`src/rtl/meter_pkg.sv`:
```
// Shared state encoding and channel tags for the stereo meter channel scheduler.
package meter_pkg;

  typedef logic [1:0] state_t;

  localparam state_t ST_IDLE       = 2'd0;
  localparam state_t ST_ISSUE      = 2'd1;
  localparam state_t ST_WAIT_ARRAY = 2'd2;

  localparam logic CH_LEFT  = 1'b1;
  localparam logic CH_RIGHT = 1'b0;

endpackage

```
`src/rtl/meter_rr_arbiter.sv`:
```
// Two-requester round-robin arbiter; request/grant bits are indexed by channel tag.
module meter_rr_arbiter
  import meter_pkg::*;
(
  input  logic [1:0] req_i,
  input  logic       last_i,
  output logic [1:0] gnt_o
);

  always_comb begin
    gnt_o = req_i;
    // Contention goes to whichever channel was not served last.
    if (req_i[CH_LEFT] && req_i[CH_RIGHT]) begin
      gnt_o = 2'b00;
      if (last_i == CH_LEFT) gnt_o[CH_RIGHT] = 1'b1;
      else                   gnt_o[CH_LEFT]  = 1'b1;
    end
  end

endmodule

```
`src/rtl/menter_channel_scheduler.sv`:
```
// Serialises left/right level requests through one external position-to-array
// converter and publishes complete stereo frames to the display driver.
//   state         | meaning
//   ST_IDLE       | arbitrate and accept one level request
//   ST_ISSUE      | offer the registered request to the converter
//   ST_WAIT_ARRAY | wait for the converter's bar array
module menter_channel_scheduler
  import meter_pkg::*;
#(
  parameter  int WIDTH = 32,
  localparam int POS_W = $clog2(WIDTH)
) (
  input  logic             clk,
  input  logic             reset_n,
  input  logic             l_valid,
  output logic             l_ready,
  input  logic [POS_W-1:0] l_position,
  input  logic             r_valid,
  output logic             r_ready,
  input  logic [POS_W-1:0] r_position,
  output logic             c_valid,
  input  logic             c_ready,
  output logic             c_is_left,
  output logic [POS_W-1:0] c_position,
  input  logic             a_valid,
  output logic             a_ready,
  input  logic [WIDTH-1:0] a_array,
  output logic             f_valid,
  input  logic             f_ready,
  output logic [WIDTH-1:0] f_left,
  output logic [WIDTH-1:0] f_right,
  output logic             overrun
);

  state_t           state_q, state_d;
  logic             last_q;
  logic             c_is_left_q;
  logic [POS_W-1:0] c_position_q;
  logic [WIDTH-1:0] buf_l_q, buf_r_q, f_left_q, f_right_q;
  logic             fresh_l_q, fresh_l_d, fresh_r_q, fresh_r_d;
  logic             f_valid_q, f_valid_d, overrun_q, overrun_d;
  logic [1:0]       gnt;
  logic             in_idle, accept, store, store_l, store_r, publish;

  meter_rr_arbiter u_arb (
    .req_i  ({l_valid, r_valid}),
    .last_i (last_q),
    .gnt_o  (gnt)
  );

  assign in_idle = (state_q == ST_IDLE);
  assign l_ready = in_idle && gnt[CH_LEFT];
  assign r_ready = in_idle && gnt[CH_RIGHT];
  assign accept  = (l_valid && l_ready) || (r_valid && r_ready);
  assign c_valid = (state_q == ST_ISSUE);
  assign a_ready = (state_q == ST_WAIT_ARRAY);
  assign store   = a_valid && a_ready;
  assign store_l = store && (c_is_left_q == CH_LEFT);
  assign store_r = store && (c_is_left_q == CH_RIGHT);
  // Publish reads the registered working buffers, so a coinciding store lands in the next frame.
  assign publish = fresh_l_q && fresh_r_q && (!f_valid_q || f_ready);

  always_comb begin
    state_d = state_q;
    case (state_q)
      ST_IDLE:       if (accept)  state_d = ST_ISSUE;
      ST_ISSUE:      if (c_ready) state_d = ST_WAIT_ARRAY;
      ST_WAIT_ARRAY: if (a_valid) state_d = ST_IDLE;
      default:                    state_d = ST_IDLE;
    endcase
  end

  always_comb begin
    fresh_l_d = fresh_l_q && !publish;
    fresh_r_d = fresh_r_q && !publish;
    if (store_l) fresh_l_d = 1'b1;
    if (store_r) fresh_r_d = 1'b1;
    f_valid_d = publish || (f_valid_q && !f_ready);
    // Only a write that destroys an unpublishable complete frame counts as an overrun.
    overrun_d = overrun_q || (store && fresh_l_q && fresh_r_q && !publish);
  end

  always_ff @(posedge clk or negedge reset_n) begin
    if (!reset_n) begin
      state_q      <= ST_IDLE;
      last_q       <= CH_RIGHT;
      c_is_left_q  <= 1'b0;
      c_position_q <= '0;
      buf_l_q      <= '0;
      buf_r_q      <= '0;
      f_left_q     <= '0;
      f_right_q    <= '0;
      fresh_l_q    <= 1'b0;
      fresh_r_q    <= 1'b0;
      f_valid_q    <= 1'b0;
      overrun_q    <= 1'b0;
    end else begin
      state_q   <= state_d;
      fresh_l_q <= fresh_l_d;
      fresh_r_q <= fresh_r_d;
      f_valid_q <= f_valid_d;
      overrun_q <= overrun_d;
      if (accept) begin
        last_q       <= gnt[CH_LEFT];
        c_is_left_q  <= gnt[CH_LEFT];
        c_position_q <= gnt[CH_LEFT] ? l_position : r_position;
      end
      if (store_l) buf_l_q <= a_array;
      if (store_r) buf_r_q <= a_array;
      if (publish) begin
        f_left_q  <= buf_l_q;
        f_right_q <= buf_r_q;
      end
    end
  end

  assign c_is_left  = c_is_left_q;
  assign c_position = c_position_q;
  assign f_valid    = f_valid_q;
  assign f_left     = f_left_q;
  assign f_right    = f_right_q;
  assign overrun    = overrun_q;

endmodule

```
`config.mk`:
```
export PLATFORM = sky130hd
export DESIGN_NAME = menter_channel_scheduler
export DESIGN_NICKNAME = d
export VERILOG_FILES = /design/src/rtl/meter_pkg.sv /design/src/rtl/meter_rr_arbiter.sv /design/src/rtl/menter_channel_scheduler.sv
export SDC_FILE = /design/constraint.sdc
export NUM_CORES = 1
export LEC_CHECK = 0
export CORE_ASPECT_RATIO = 0.7
export CORE_MARGIN = 2
export CORE_UTILIZATION = 50
export DETAILED_ROUTE_END_ITERATION = 16
export GPL_ROUTABILITY_DRIVEN = 0
export PLACE_DENSITY = 0.8
export SLEW_MARGIN = 10
export SYNTH_ARGS = -nofsm -noshare
export SYNTH_HDL_FRONTEND = slang
export SYNTH_SLANG_ARGS = --single-unit
```
`constraint.sdc`:
```
create_clock -name clk -period 2.3 [get_ports clk]
set_clock_uncertainty 0.2 [all_clocks]
set_input_delay 0.46 -clock clk [delete_from_list [all_inputs] [get_ports clk]]
set_output_delay 0.46 -clock clk [all_outputs]
set_load 0.02 [all_outputs]
```
**Word-level counts from Yosys, hierarchy flattened**

Index checks and enable logic that the tools add are counted.

- Register bits: 140
- Word-level logic and storage cells: 52

- Multiplexer cells: 10
- Equal/unequal tests: 5
- Reduce and logical (&&, ||, !) cells: 25
- Bitwise gates (word level): 1

Operators with widths:

| kind | count |
|---|---|
| 1-bit logical AND | 16 |
| 2-bit two-way mux | 4 |
| 2-bit case mux with 3 select lines | 1 |
| 5-bit two-way mux | 1 |
| 1-bit logical OR | 4 |
| 1-bit two-way mux | 4 |
| 2-bit by 1-bit != test with 1-bit output (second input constant) | 2 |
| 1-bit zero test | 3 |
| 3-bit AND reduction | 1 |
| 2-bit by 1-bit equality test with 1-bit output (second input constant) | 1 |
| 2-bit equality test (second input constant) | 1 |
| 2-bit zero test | 1 |
| 2-bit != test (second input constant) | 1 |
| 1-bit NOT | 1 |

**Logic depth before layout (Yosys ltp)**

Gate-level depths: netlist of run 1.

- Depth after elaboration: 7
- Gate-level depth with buffers: 5
- Gate-level depth less buffers: 3

**By module**

From an unflattened synthesis of run 1, not the netlist that was laid out.

- Cells, all modules: 319
- Area, all modules: 5,471.5 um2

By module, submodules not included:

| module | times used | cells each | area an instance (um2) |
|---|---|---|---|
| menter_channel_scheduler | 1 | 316 | 5,452.7 |
| meter_rr_arbiter | 1 | 3 | 18.8 |

**Worst setup path after synthesis of run 1**

OpenSTA, ideal clock, no wires.

- Path type: register -> output
- Start: reg, netlist name c_is_left
- End: out l_ready
- Stages on the path, launching flop included: 3
- Slack: 397 ps
- Buffers on the path: 0
- Arrival time: 1,243 ps
- Cells stage by stage: dfrtp_1 -> a21bo_1 -> nor3_1

RTL lines:

| element | line | RTL |
|---|---|---|
| end, declared | menter_channel_scheduler.sv:16 | `output logic l_ready,` |

**Worst setup path in the final report of run 1**

- Start: reg c_is_left_q (netlist: c_is_left)
- End: out c_is_left

RTL lines:

| element | line | RTL |
|---|---|---|
| start, declared | menter_channel_scheduler.sv:37 | `logic c_is_left_q;` |
| start signal, assigned | menter_channel_scheduler.sv:105 | `c_is_left_q <= gnt[CH_LEFT];` |
| end, declared | menter_channel_scheduler.sv:23 | `output logic c_is_left,` |

No word-level cell between the ends.

==> results of run 1 <==
## per-layer routing
layer  vias to the layer above  GRT usage, %  share of wire, %
met5                         -             0                 0
met1                      1627          26.8                44
met2                        92          30.8                47
li1                       1413             -                 -
met4                         0          5.71              0.59
met3                         8          9.31               8.4
## layout make-up
type                            count  area [sq um]
Tap cell                          132           165
Inverter                            3          11.3
Clock inverter                      7           110
Sequential cell                   140          3500
Fill cell                         684          2940
Clock buffer                       24           502
Timing Repair Buffer              139          1420
Multi-Input combinational cell    161          1820
## cells in the mapped netlist
library cell	number
nor2b_1	3
nor2b_4	1
buf_4	3
nand2b_1	1
inv_1	3
or2b_1	1
a22o_1	2
buf_2	2
o21ai_0	2
buf_6	9
a21bo_1	1
o21bai_1	1
dfrtp_1	140
nor3_1	1
mux2_2	109
a41o_1	1
and3b_1	1
o21ai_1	1
nor2_1	3
mux2_4	29
nand2_1	4
## power by group
part	switching (W)	internal (W)	leakage [nW]
logic	0.00145	0.00205	1.36
clock network	0.000959	0.00184	0.306
registers	0.000570	0.00351	1.78
## logic make-up after synthesis
logic type,count (synthesis)
AOI/OAI and AO/OA,8
buffers and inverters,17
DFF,140
muxes,138
and+or+nand+nor,15
## what timing repair did
item / CTS / global route
resized for setup: 5 / 4
endpoints found under the setup margin: 4 / 2
buffers inserted: 0 / 0
hold endpoints to repair: 21 / 0
hold buffers: 1 / 0
## worst min path at each step
stage	from	to	slack, ns
after floorplan	reset_n	buf_l_q[0]$_DFFE_PN0P_	-0.04
after global placement	reset_n	f_right[30]$_DFFE_PN0P_	0.13
after detailed placement	reset_n	f_right[25]$_DFFE_PN0P_	0.13
after CTS	reset_n	buf_r_q[3]$_DFFE_PN0P_	0.27
after global routing	reset_n	f_right[25]$_DFFE_PN0P_	0.27
final	reset_n	f_right[25]$_DFFE_PN0P_	0.27
## per-stage QoR
stage	setup TNS, ns	util, %	power, W	area [sq um]
final	0	71.9	0.0104	7530
after detailed placement	-0.504	66.1	0.00763	6920
after global routing	0	71.9	0.0109	7530
after CTS	0	72.0	0.0105	7540
after global placement	-0.452	66.1	0.00747	6920
after floorplan	0	-	0.00606	5460
## sequential cells by signal, indices dropped and copies added (netlist names)
signal      cells
c_is_left       1
fresh_r_q       1
fresh_l_q       1
overrun         1
f_right        32
state_q         2
c_position      5
buf_l_q        32
f_valid         1
buf_r_q        32
f_left         32
## placed cells by master, fill, tap and decap left out, types with 2 or more instances in the layout
| master | instances |
|---|---|
| a22o_1 | 2 |
| buf_12 | 6 |
| buf_4 | 8 |
| bufinv_16 | 3 |
| clkbuf_1 | 2 |
| clkbuf_16 | 17 |
| clkbuf_2 | 2 |
| clkbuf_8 | 5 |
| clkdlybuf4s50_1 | 119 |
| clkinv_2 | 4 |
| dfrtp_1 | 140 |
| dlygate4sd2_1 | 2 |
| inv_1 | 3 |
| mux2_2 | 109 |
| mux2_4 | 29 |
| nand2_1 | 4 |
| nor2_1 | 2 |
| nor2b_1 | 3 |
| o21ai_0 | 2 |
==> results.ini, run 1 <==
[placed_design]
place_ws_ns=-0.276
dp.cells=574
portBuffers=124
dp_hpwl_mm=7.28

[cts]
cts_max_path_buffers=2
cts_tree=built
cts_buffers=17
htree_levels=4
cts.reportedPaths.clkPinSlew_ns=0.06
root_buffer=clkbuf_16
cts.sinks=140
insertion_delay_ns=0.40

[drt]
dr.first_iter.drc_count=135
viasPerCell=5.18
drc=0
postRouteAntennaNets=0
wl_per_cell_um=18.2
vias=3140
dr.pass1.iters=4
wirelength_mm=11.0

[setup_path]
cp.depth=2
reg2reg_depth=4
cp-end-kind=output port
worstPathRequired_ns=1.64
start_kind=flip-flop
cp_top_family=buffers and inverters
rr_startpoint=state_q[0]$_DFFE_PN0P_
crit_chain=buf_4 -> clkdlybuf4s50_1
worstSetupPathType=reg -> out
crit_buf_inv=2
cp-endpoint=c_is_left
critPathLaunch=c_is_left$_DFFE_PN0P_
reg2reg_to=buf_r_q[8]$_DFFE_PN0P_
critPathSlowestCell=clkdlybuf4s50_1
critPathMaxFanout=5
slowest_delay_ns=0.61
regToRegSetupSlack_ns=0.48
crit_arrival_ns=1.53

[timing]
hold_slack_ns=0.269
min_period_ns=2.19
timing.final.ws_setup_ns=0.105
fmax_mhz=456
setup_violations=0
relSlewSlack_pct=74.5
rsz0062_at_grt=false
finalHoldViolCount=0
finalMaxSlewViolations=0
fin_crit_sh_pct=95.4
tightest_slew_ns=0.381

[logic_synthesis]
syn_area_sq_mm=0.00546
yosysSeqAreaShare_pct=64.2
synth_compound_area_share_pct=1.10
synth_area_per_cell_sq_um=17.2
synth-simple-area-share_pct=1.58
yosys.area.top_type=dfrtp_1
ys_ff_latch=140
synth-xor-area-share_pct=0
yosys_warnings=0
synth.top_cell.area_share_pct=64.2
yosys-top-cells-area=dfrtp_1, mux2_2, mux2_4, buf_6, buf_4
synthesis.nets=367
synthAdderAreaFrac_pct=0
netlist-cell-type-count=21
synth_top_family_by_area=multiplexers
muxShareOfSynthArea_pct=30.5
synthCells=318

[pwr]
ir_drop_uv=714
p_leak_nw=3.45
pwr_density_cell_mw_per_mm2=1380

[finish]
antenna_cells=0
layout-drive-gt1-share_pct=39.2
final-instance-count-excl-fill=606
area_delta_synth_final_pct=37.9
nets=511

[die]
rows=31
dieArea_sq_mm=0.0118
fp.coreArea_sq_mm=0.0105
ios=125
initial_utilization_pct=52.1
die_h_um=91.4
die_x_um=129

[global_routing]
track_usage_pct=20.4
antenna_found_initial=0
grt_first_pass_wirelength_mm=18.2
grt_pass1_vias=3464
grt_max_degree=69
gr-total-overflow=0

[outcome]
status=finished clean

[min_path]
hold_path_class=in -> async

[flow_run]
drv_cap=0

(Power assumes the default switching activity.)
==> inputs of run 2 (changes only) <==
Settings changed: CORE_UTILIZATION 50 to 62, DONT_BUFFER_PORTS set to 1, PLACE_DENSITY 0.8 to 0.78, TNS_END_PERCENT set to 50.
==> run 2 against run 1 <==
Effect of this change: the flow now finishes with violations (hold timing); maximum frequency up 0.53%; sequential share of layout area up 7.7 points; global-route usage up 1.1 points; setup slack better by 0.012 ns; flip-flop and latch count unchanged; power down 12%; largest power group unchanged; highest routed layer unchanged.
==> results.ini, run 2 (synthesized netlist as in run 1, its figures left out) <==
[outcome]
status=finished, violations left
violations=hold timing

[setup_path]
cp_top_family=flip-flops
worstSetupPathType=reg -> out
critPathSlowestCell=dfrtp_2
rr_startpoint=state_q[0]$_DFFE_PN0P_
crit_arrival_ns=1.52  ; about the same
reg2reg_depth=4  ; unchanged
worstPathRequired_ns=1.64  ; about the same
regToRegSetupSlack_ns=0.42  ; -0.06 ns
cp-end-kind=output port
crit_chain=a21bo_1 -> nor3_1 -> buf_4
critPathLaunch=c_is_left$_DFFE_PN0P_
critPathMaxFanout=6  ; +1
start_kind=flip-flop
crit_buf_inv=1  ; -1
reg2reg_to=buf_r_q[1]$_DFFE_PN0P_
slowest_delay_ns=0.50  ; -0.11 ns

[timing]
fin_crit_sh_pct=94.9  ; -0.50 points
finalHoldViolCount=140  ; +140
rsz0062_at_grt=false
hold_slack_ns=-0.456  ; -0.725 ns
finalMaxSlewViolations=0  ; unchanged
tightest_slew_ns=0.475  ; +0.0934 ns
setup_violations=0  ; unchanged
min_period_ns=2.18  ; -0.0115 ns
tns_ns=0  ; unchanged
fmax_mhz=458  ; +0.53%
relSlewSlack_pct=68.1  ; -6.4 points

[global_routing]
gr-total-overflow=0  ; unchanged
grt_first_pass_wirelength_mm=15.2  ; -17%
grt_max_degree=141  ; +100%
antenna_found_initial=0  ; unchanged
grt_pass1_vias=2856  ; -18%
track_usage_pct=21.5  ; +1.1 points

[die]
rows=28  ; -9.7%
initial_utilization_pct=64.1  ; +12 points
die_h_um=82.5  ; -9.7%
die_x_um=116  ; -9.9%
dieArea_sq_mm=0.00958  ; -19%
ios=125  ; unchanged
fp.coreArea_sq_mm=0.00851  ; -19%

[cts]
cts_max_path_buffers=2  ; unchanged
insertion_delay_ns=0.41  ; about the same
htree_levels=4  ; unchanged
ctsHoldBuffers=33  ; +32
cts.reportedPaths.clkPinSlew_ns=0.06  ; about the same
cts_tree=built
post_cts_buffers=0  ; unchanged
root_buffer=clkbuf_16
cts_buffers=17  ; unchanged
cts.sinks=140  ; unchanged

[drt]
vias=2742  ; -13%
wl_per_cell_um=19.7  ; +8.1%
wirelength_mm=9.70  ; -12%
viasPerCell=5.56  ; +7.3%
dr.pass1.iters=4  ; unchanged
drc=0  ; unchanged
dr.first_iter.drc_count=133  ; -1.5%
postRouteAntennaNets=0  ; unchanged

[finish]
layout-drive-gt1-share_pct=46.6  ; +7.4 points
fin_util_pct=75.9  ; +4.0 points
nets=411  ; -20%
antenna_cells=0  ; unchanged
area_delta_synth_final_pct=18.4
mostFrequentLayoutCells=dfrtp_1, mux2_2, dlygate4sd3_1, mux2_4, clkbuf_16
final_common_cell=dfrtp_1
final.fill_count=500  ; -27%

[pwr]
comb_power_share_pct=19.3  ; -14 points
pwr-share-clk_pct=28.9  ; +1.9 points
ir_drop_uv=800  ; +12%
p_sw_w=0.00276  ; -7.4%
pwr_density_cell_mw_per_mm2=1410  ; +2.7%
switching_share_pct=30.2  ; +1.5 points
seqPwrFrac_pct=51.7  ; +12 points
power.internal_w=0.00638  ; -14%
p_leak_nw=3.03  ; -12%

[flow_run]
drv_cap=0  ; unchanged

[placed_design]
dp_hpwl_mm=5.70  ; -22%
portBuffers=0  ; -100%

[min_path]
hold_path_class=in -> async

==> run 2: cell count changes in the layout (fill, tap and decap cells not counted), moves of 3 or more <==
cell / delta
buf_12: -3
clkdlybuf4s50_1: -119
buf_4: -5
dlygate4sd3_1: +32
clkbuf_8: -5
==> run 2: stage by stage <==
stage | cell area [sq um] | total power [W] | hold WS (ns) | setup WS, ns | instances
after floorplan | 5460 | 0.00606 | -0.0356 | 0.397 | 318
after global placement | 5570 | 0.00635 | -0.0328 | 0.484 | 430
after detailed placement | 5570 | 0.00648 | -0.0326 | 0.439 | 430
after CTS | 6460 | 0.00921 | -0.469 | 0.0198 | 493
after global routing | 6460 | 0.00958 | -0.474 | 0.0192 | 493
final | 6460 | 0.00914 | -0.456 | 0.117 | 493
==> run 2: power groups by stage <==
| stage | clock, W | combinational (W) | sequential, W |
|---|---|---|---|
| floorplan | 0 | 0.00155 | 0.00452 |
| global placement | 0 | 0.00164 | 0.00472 |
| detailed placement | 0 | 0.00171 | 0.00477 |
| CTS | 0.00268 | 0.00178 | 0.00474 |
| global route | 0.00279 | 0.00191 | 0.00487 |
| finish | 0.00264 | 0.00177 | 0.00473 |
==> run 2: repair_timing <==
action                                  in CTS  in global routing
hold endpoints to repair                   202                140
endpoints found under the setup margin       0                  1
gates resized for setup                      0                  1
==> run 2: area by class of cell <==
class,count,area [sq um],share of cell area [%]
Tap cell,120,150,2.32
Inverter,3,11.3,0.174
Clock inverter,9,123,1.90
Multi-Input combinational cell,161,1820,28.2
Sequential cell,140,3500,54.2
Clock buffer,21,440,6.82
Timing Repair Buffer,39,413,6.39
==> run 2: worst max path at each step <==
| stage | endpoint | slack (ns) | depth (start not counted) |
|---|---|---|---|
| 4_1_cts | l_ready | 0.02 | 3 |
| 3_3_place_gp | l_ready | 0.48 | 3 |
| 3_5_place_dp | buf_r_q[0]$_DFFE_PN0P_ | 0.44 | 4 |
| 5_1_grt | l_ready | 0.02 | 3 |
| 2_1_floorplan | l_ready | 0.40 | 2 |
| 6_report | l_ready | 0.12 | 3 |
==> run 2: per-layer routing <==
metal	GRT usage (%)	vias up	routed length, um
li1	-	1206	-
met1	27.9	1431	4270
met2	33.1	90	4530
met3	8.18	15	764
met4	8.81	0	128
met5	0	-	0
==> inputs of run 3 (changes only) <==
Settings changed: PLACE_DENSITY 0.78 to unset, PLACE_DENSITY_LB_ADDON set to 0.2.
==> run 3 against run 2 <==
Effect of this change: the run still ends with hold timing left; critical path type unchanged; highest routed layer unchanged; sequential share of layout area fell by 0.20 points; die area did not move; critical path depth unchanged; routed wire length up 2.0%; non-clock buffer count up 3; sequential power about the same; design area is 0.37% higher.
==> results.ini, run 3 (synthesized netlist as in run 1, its figures left out) <==
[placed_design]
dp_hpwl_mm=6.26  ; +9.8%
portBuffers=0  ; unchanged
place_ws_ns=0.347  ; -0.0925 ns

[setup_path]
critPathMaxFanout=6  ; unchanged
crit_arrival_ns=1.57  ; +0.05 ns
crit_chain=a21bo_1 -> nor3_1 -> buf_4
crit_buf_inv=1  ; unchanged
slowest_delay_ns=0.50  ; about the same
worstSetupPathType=reg -> out
cp-end-kind=output port
critPathSlowestCell=dfrtp_2
start_kind=flip-flop
worstPathRequired_ns=1.64  ; about the same
cp_top_family=flip-flops

[die]
fp.coreArea_sq_mm=0.00851  ; unchanged
ios=125  ; unchanged
die_h_um=82.5  ; unchanged
rows=28  ; unchanged
initial_utilization_pct=64.1  ; unchanged
dieArea_sq_mm=0.00958  ; unchanged
die_x_um=116  ; unchanged

[pwr]
p_leak_nw=3.04  ; +0.28%
switching_share_pct=30.6  ; +0.49 points
power.total_w=0.00904  ; -1.1%
seqPwrFrac_pct=52.4  ; +0.7 points
pwr-share-clk_pct=27.8  ; -1.1 points
power.internal_w=0.00627  ; -1.8%
pwr_density_cell_mw_per_mm2=1390  ; -1.4%
p_sw_w=0.00277  ; +0.53%
comb_power_share_pct=19.8  ; +0.5 points
ir_drop_uv=834  ; +4.2%

[drt]
viasPerCell=5.46  ; -1.9%
drc=0  ; unchanged
postRouteAntennaNets=0  ; unchanged
wl_per_cell_um=19.9  ; +1.2%
wirelength_mm=9.89  ; +2.0%
vias=2713  ; -1.1%
dr.pass1.iters=4  ; unchanged
dr.first_iter.drc_count=131  ; -1.5%

[global_routing]
grt_first_pass_wirelength_mm=15.5  ; +2.2%
track_usage_pct=22.2  ; +0.72 points
grt_pass1_vias=2966  ; +3.9%
gr-total-overflow=0  ; unchanged
antenna_found_initial=0  ; unchanged
grt_max_degree=141  ; unchanged

[timing]
min_period_ns=2.23  ; +0.0426 ns
timing.final.ws_setup_ns=0.0740  ; -0.0426 ns
hold_slack_ns=-0.453  ; +0.00295 ns
fmax_mhz=449  ; -1.9%
finalHoldViolCount=140  ; unchanged
setup_violations=0  ; unchanged
rsz0062_at_grt=false
tns_ns=0  ; unchanged
tightest_slew_ns=0.510  ; +0.0347 ns
relSlewSlack_pct=65.8  ; -2.3 points
fin_crit_sh_pct=96.8  ; +1.9 points
finalMaxSlewViolations=0  ; unchanged

[cts]
cts_buffers=17  ; unchanged
post_cts_buffers=0  ; unchanged
root_buffer=clkbuf_16
cts.reportedPaths.clkPinSlew_ns=0.05  ; about the same
cts.sinks=140  ; unchanged
cts_max_path_buffers=2  ; unchanged
htree_levels=4  ; unchanged
insertion_delay_ns=0.41  ; about the same
cts_tree=built

[finish]
final.fill_count=528  ; +5.6%
fin_util_pct=76.2  ; +0.28 points
area_delta_synth_final_pct=18.8
mostFrequentLayoutCells=dfrtp_1, mux2_2, dlygate4sd3_1, mux2_4, clkbuf_16
antenna_cells=0  ; unchanged
nets=414  ; +0.73%
layout-drive-gt1-share_pct=46.7  ; about the same
final_common_cell=dfrtp_1

[flow_run]
drv_cap=0  ; unchanged

[outcome]
status=finished, violations left
violations=hold timing

[min_path]
hold_path_class=in -> async

run 3: path summary, 6_finish.rpt:
check / cells after the start / endpoint / start / slack [ns]
max: 3 / l_ready / c_is_left$_DFFE_PN0P_ / 0.07
min: 0 / c_position[0]$_DFFE_PN0P_ / reset_n / -0.45
max reg2reg: 4 / buf_r_q[1]$_DFFE_PN0P_ / state_q[0]$_DFFE_PN0P_ / 0.33
min reg2reg: 1 / buf_l_q[18]$_DFFE_PN0P_ / buf_l_q[18]$_DFFE_PN0P_ / 0.30
max in group asynchronous: 0 / c_is_left$_DFFE_PN0P_ / reset_n / 2.13
min in group clk: 1 / buf_l_q[10]$_DFFE_PN0P_ / a_array[10] / 0.01
run 3: cell type report:
type / instances / area (sq um) / area share [%]
Tap cell: 120 / 150 / 2.32
Clock buffer: 24 / 482 / 7.43
Inverter: 3 / 11.3 / 0.174
Sequential cell: 140 / 3500 / 54.0
Multi-Input combinational cell: 161 / 1820 / 28.1
Clock inverter: 7 / 65.1 / 1.00
Timing Repair Buffer: 42 / 453 / 6.98
run 3: stage by stage:
step                      hold slack (ns)  area, sq um  instances
after floorplan                   -0.0356         5460        318
final                              -0.453         6480        497
after global placement            -0.0335         5590        431
after detailed placement          -0.0340         5590        431
after CTS                          -0.468         6460        495
after global routing               -0.474         6480        497
run 3: repair_timing:
item                                    in CTS  in global routing
endpoints found under the hold margin      202                142
endpoints found under the setup margin       0                  1
hold buffers                                33                  2
resized for setup                            0                  1
run 3: worst reg2reg max path, cell delays in order, from the launching register on:
cell and delay [ns]:
dfrtp_1 0.41, and3b_1 0.32, nor2b_4 0.18, buf_4 0.34, mux2_2 0.39
run 3: metal layers:
metal,share of wire [%],global-route usage [%]
met1,40,26.6
met2,50,36.0
met3,8.8,9.93
met4,0.93,8.21
met5,0,0
run 3: power groups by stage:
stage	clock (W)	sequential, W	combinational (W)
detailed placement	0	0.00477	0.00174
finish	0.00251	0.00474	0.00179
CTS	0.00255	0.00476	0.00182
floorplan	0	0.00452	0.00155
global route	0.00268	0.00489	0.00194
global placement	0	0.00471	0.00165
